File: config.mk
export PLATFORM = sky130hd
export DESIGN_NAME = sram_pingpong_buffer
export DESIGN_NICKNAME = d
export VERILOG_FILES = /design/src/rtl/sram_pingpong_buffer.sv
export SDC_FILE = /design/constraint.sdc
export NUM_CORES = 2
export LEC_CHECK = 0
export CORE_MARGIN = 4
export CORE_UTILIZATION = 61
export DETAILED_ROUTE_END_ITERATION = 8
export MAX_ROUTING_LAYER = met4
export PLACE_DENSITY = 0.79
export SYNTH_ARGS = -nofsm -noshare
export SYNTH_HDL_FRONTEND = slang
export SYNTH_SLANG_ARGS = --single-unit
File: constraint.sdc
create_clock -name clk -period 3.43 [get_ports clk]
set_input_delay 0.686 -clock clk [delete_from_list [all_inputs] [get_ports clk]]
set_output_delay 0.686 -clock clk [all_outputs]
set_load 0.005 [all_outputs]
File: src/rtl/sram_pingpong_buffer.sv
// Two-bank ping-pong tile buffer: the writer fills one bank while the reader drains the other,
// and banks change hands on commit/release.
module sram_pingpong_buffer #(
    parameter int N        = 4,
    parameter int K        = 8,
    parameter int READ_LAT = 1,
    localparam int AW      = $clog2(K),
    localparam int DW      = 8 * N * N
) (
    input  logic          clk,
    input  logic          rst,
    input  logic          wr_en,
    input  logic [AW-1:0] wr_addr,
    input  logic [DW-1:0] wr_data,
    input  logic [N-1:0]  wr_mask,
    input  logic          wr_commit,
    output logic          wr_ready,
    input  logic          rd_en,
    input  logic [AW-1:0] rd_addr,
    input  logic          rd_release,
    output logic          rd_ready,
    output logic [DW-1:0] rd_data,
    output logic          rd_valid,
    output logic [1:0]    level,
    output logic [1:0]    err
);
    localparam int RW    = 8 * N;
    localparam int DEPTH = 2 << AW;

    // Handshake: a request (wr_en, wr_commit / rd_en, rd_release) is taken on the edge where
    // its side's ready is high; otherwise it is dropped and only the matching err bit records it.

    logic [DW-1:0] r_mem [0:DEPTH-1];
    logic          r_wb;
    logic          r_rb;
    logic [1:0]    r_full;
    logic [1:0]    r_err;
    logic          r_rd_valid;
    logic [DW-1:0] r_rd_data;

    logic          w_wr_ready;
    logic          w_rd_ready;
    logic          w_wr_acc;
    logic          w_commit_acc;
    logic          w_rd_acc;
    logic          w_rel_acc;
    logic [1:0]    w_full_next;
    logic [DW-1:0] w_rd_word;
    logic          w_out_valid;
    logic [DW-1:0] w_out_data;

    assign w_wr_ready   = !r_full[r_wb];
    assign w_rd_ready   = r_full[r_rb];
    assign w_wr_acc     = wr_en && w_wr_ready;
    assign w_commit_acc = wr_commit && w_wr_ready;
    assign w_rd_acc     = rd_en && w_rd_ready;
    assign w_rel_acc    = rd_release && w_rd_ready;
    assign w_rd_word    = r_mem[{r_rb, rd_addr}];

    // Commit and release can never hit the same bank: one needs it empty, the other full.
    always_comb begin
        w_full_next = r_full;
        if (w_commit_acc) w_full_next[r_wb] = 1'b1;
        if (w_rel_acc)    w_full_next[r_rb] = 1'b0;
    end

    always_ff @(posedge clk) begin
        if (rst) begin
            r_wb   <= 1'b0;
            r_rb   <= 1'b0;
            r_full <= 2'b00;
            r_err  <= 2'b00;
        end else begin
            r_full <= w_full_next;
            if (w_commit_acc) r_wb <= !r_wb;
            if (w_rel_acc)    r_rb <= !r_rb;
            r_err[0] <= r_err[0] | ((wr_en | wr_commit) & !w_wr_ready);
            r_err[1] <= r_err[1] | ((rd_en | rd_release) & !w_rd_ready);
        end
    end

    // Storage is deliberately not reset; only row lanes enabled by wr_mask are written.
    always_ff @(posedge clk) begin
        if (!rst && w_wr_acc) begin
            for (int r = 0; r < N; r++) begin
                if (wr_mask[r]) r_mem[{r_wb, wr_addr}][RW*r +: RW] <= wr_data[RW*r +: RW];
            end
        end
    end

    generate
        if (READ_LAT == 2) begin : g_lat2
            logic          r_p_valid;
            logic [DW-1:0] r_p_data;
            always_ff @(posedge clk) begin
                if (rst) begin
                    r_p_valid <= 1'b0;
                end else begin
                    r_p_valid <= w_rd_acc;
                    if (w_rd_acc) r_p_data <= w_rd_word;
                end
            end
            assign w_out_valid = r_p_valid;
            assign w_out_data  = r_p_data;
        end else begin : g_lat1
            assign w_out_valid = w_rd_acc;
            assign w_out_data  = w_rd_word;
        end
    endgenerate

    // Output stage holds the last returned word between pulses.
    always_ff @(posedge clk) begin
        if (rst) begin
            r_rd_valid <= 1'b0;
            r_rd_data  <= '0;
        end else begin
            r_rd_valid <= w_out_valid;
            if (w_out_valid) r_rd_data <= w_out_data;
        end
    end

    assign wr_ready = w_wr_ready;
    assign rd_ready = w_rd_ready;
    assign level    = {1'b0, r_full[0]} + {1'b0, r_full[1]};
    assign err      = r_err;
    assign rd_valid = r_rd_valid;
    assign rd_data  = r_rd_data;
endmodule

==> impl_summary.txt <==
----------------------------------------------------
[Outcome]
  Run status ... finished clean

[Clocking]
  Clock tree from TritonCTS ... done
  CTS Buf Count ... around 200
  Number of gates resized after CTS ... 0
  Clock slew at the register clock pins of the worst setup and hold paths ... ~60 ps
  Insertion delay of the later-clocked pin in the worst-skew pair ... 840 ps
  Clk Tree Root Cell ... clkbuf_16
  H-tree lvl count ... 4
  Number of buffers on the longest clock path ... 3
  # clock sinks ... 2183
  Post-CTS Hold Buffers ... 0
  Count of buffers added by post-CTS timing repair for setup ... 0

[Die]
  Placeable core area ... 133000 sq um
  Total I/O pin count ... 279
  Total die area ... 140000 sq um
  Number of placement rows ... 134
  Starting density of the core ... 0.614
  Floorplan die width ... 374 um
  Vertical extent of the die ... around 370 um

[Timing]
  Endpoints failing hold ... 0
  Measured slew at the worst slew-check pin ... 854 ps
  RSZ-0062 raised after global routing ... false
  Max Clk Rate ... 0.310 GHz
  Max_slew headroom ... 0.416
  Sum of negative setup slack ... 0 ps
  Slew Limit Fails ... 0
  Ratio of final minimum period to clock period ... 0.941
  Min Clock Period, post-route ... 3230 ps
  Final-layout worst hold slack ... 222 ps
  Worst Clk Skew ... 38.7 ps
  Setup violation total in the final timing report ... 0

[Route]
  Number of violations reported at the end of detailed-routing iteration 0 ... 6293
  First-pass detailed-route iteration total ... 7
  Vias ... 41400
  Number of vias per cell ... 6.89
  Antenna violation net count after detailed routing ... 0
  Drc violations ... 0
  Total wire length ... 212000 um
  Routed WL per cell ... 35.4 um

[Setup path]
  Worst reg2reg path startpoint ... r_wb
  Endpoint kind of the worst setup timing path ... output pin
  Critical Path Source ... r_wb
  Worst Path Class, Setup ... reg -> out
  Endpoint of the lowest-slack register-to-register path ... r_mem[6][115]
  CP arrival ... 2540 ps
  Critical Path Fanout Max ... 12
  Sort of element at the start of the critical path ... flop
  Depth of the worst register-to-register path ... 6
  R2R setup slack ... 460 ps
  Critical Path End ... wr_ready
  Required time of the worst setup path ... between 2000 and 3000 ps

[Logic synthesis]
  Adder and majority gate portion of the synthesized area ... 0.000153
  Ranking of synthesized cells by area ... edfxtp_1, mux4_2, dfxtp_1, mux2i_1, o221ai_1
  Complex-gate fraction of the synthesized area ... 0.0200
  Area share of the leading cell type in the synthesized netlist ... 0.752
  Cell count after synthesis ... between 3000 and 4000
  Multiplexer fraction of the synthesized cell area ... 0.161
  Area share of xor/xnor cells in the synthesized design ... 0
  Number of warnings reported in the yosys synthesis log ... 0
  Synthesized area per cell ... 22.8 sq um
  Cell type contributing the most total cell area after synthesis ... edfxtp_1
  Post-synthesis register bit count ... roughly 2200
  Net count after synthesis ... 3730
  Share of synthesized cell area in and, or, nand and nor gates ... 0.0206
  Sequential element share of the synthesized area ... 0.785
  Main combinational cell family by area after synthesis ... multiplexers
  Distinct cell type count after synthesis ... 36
  Combined area of all synthesized cells ... roughly 82000 sq um

[Hold path]
  Path class of the lowest-slack min-delay path ... in -> reg
  Cells on Worst Hold Path ... 2

[Cells and area]
  Fraction of final layout cells sized beyond drive strength 1 ... 0.258
  Area added between synthesis and finish ... 16.7%
  Final net count ... ~4200
  Total of fill cells in the finished design ... between 7000 and 8000
  Fin util ... 0.717

[Global routing]
  Pin count of the biggest net entering global routing ... between 80 and 90
  GR Util met1 ... 0.407
  Overall global routing resource usage ... 0.316
  Layer carrying the most global-route usage ... met2
  Global routing met2 resource utilization ... 0.492
  First-pass GRT wire length ... 308000 um
  Met3 routing resource usage after global routing ... 0.0775
  Total global routing overflow ... 0
  Vias in the first global route ... 42600
  Antenna violations before repair ... 29

[Power]
  Power Density ... 574 nW/um^2
  Leakage dissipation ... ~0.030 uW
  Largest voltage drop on the vdd net ... 0.518 mV

[Placement]
  Post-detailed-placement half-perimeter wirelength ... 115000 um
  GPL Wtd Cong ... slightly below 0.9
  Count of buffers inserted at the top-level ports ... 278

[Run]
  Number of max-cap violations ... 0

----------------------------------------------------
==> cells in the final DEF, fill, tap and decap left out, types with 28 or more instances in the layout <==
cell	n
clkinv_2	49
buf_4	74
mux4_2	512
o22ai_1	49
o221ai_1	79
clkbuf_16	209
nor2_4	64
dfxtp_1	134
diode_2	30
clkdlybuf4s50_1	274
nor2b_1	38
nor4_1	30
buf_12	96
clkbuf_1	54
nor2_1	59
mux2i_1	168
edfxtp_1	2048
nand3b_1	73
nand2_1	28
==> worst min path at each step <==
stage           start  endpoint
6_report          rst      r_wb
3_3_place_gp   err[0]    err[0]
4_1_cts           rst      r_wb
5_1_grt           rst      r_wb
2_1_floorplan  err[1]    err[1]
3_5_place_dp   err[0]    err[0]
==> critical path: stages (launching register included) <==
cell and delay, ps:
dfxtp_1 770, mux2i_1 390, clkdlybuf4s50_1 560
==> cells in the mapped netlist, drive strengths merged <==
| library cell | number |
|---|---|
| nor2b | 38 |
| mux4 | 512 |
| nor4 | 30 |
| a2111oi | 46 |
| o221ai | 79 |
| nand4 | 2 |
| nand3b | 73 |
| nor2 | 123 |
| edfxtp | 2048 |
| or3 | 2 |
| or4b | 1 |
| mux2i | 168 |
| inv | 2 |
| dfxtp | 135 |
| a221oi | 1 |
| o21ai | 1 |
| and2 | 1 |
| a21oi | 3 |
| clkbuf | 93 |
| and3b | 1 |
| nand2 | 29 |
| nand3 | 9 |
| a311oi | 2 |
| ha | 1 |
| buf | 119 |
| nand4b | 1 |
| and3 | 5 |
| o22ai | 49 |
| a22oi | 9 |
| nor3 | 2 |
==> stage by stage <==
step / cells / cell area [sq um] / setup WS, ps / total power, uW
5_1_grt: 5999 / 95500 / 139 / 56300
4_1_cts: 5976 / 95400 / 222 / 55000
2_1_floorplan: 3585 / 81800 / 327 / 31300
3_3_place_gp: 5589 / 88800 / 296 / 32700
3_5_place_dp: 5589 / 88800 / 268 / 32700
6_report: 6006 / 95500 / 201 / 54800
==> registers in the layout, summed over array words and instances, names as in the netlist <==
name	cells
r_full	2
rd_data	128
err	2
r_mem	2048
rd_valid	1
r_rb	1
r_wb	1
==> power breakdown <==
| group | switching (uW) | internal, uW | total (uW) |
|---|---|---|---|
| sequential | 188 | 29300 | 29500 |
| combinational | 1550 | 1200 | 2750 |
| clock | 9840 | 12700 | 22600 |
| total | 11600 | 43200 | 54800 |
==> final cells by class <==
cell class,instances,area [sq um],area share
clock buffers,279,5650,0.0592
flip-flops and latches,2183,64200,0.672
diodes,30,75.1,0.000786
repair buffers,448,5280,0.0552
well taps,1768,2210,0.0232
clock inverters,108,1030,0.0108
inverters,2,7.51,0.0000786
multi-input cells,1188,17100,0.179
==> kinds of logic after synthesis <==
group	after synthesis
AND/OR/NAND/NOR	317
adder cells (fa/ha/maj)	1
buffers and inverters	214
flip-flops	2183
multiplexers	680
AO/OA/AOI/OAI	190
==> routing by layer <==
| metal | wire length, um | part of all wire |
|---|---|---|
| met2 | 106000 | 0.50 |
| met1 | 73500 | 0.35 |
| met5 | 0 | 0 |
| met4 | 8800 | 0.041 |
| met3 | 24300 | 0.11 |
Power figures use the tool's default switching activity.
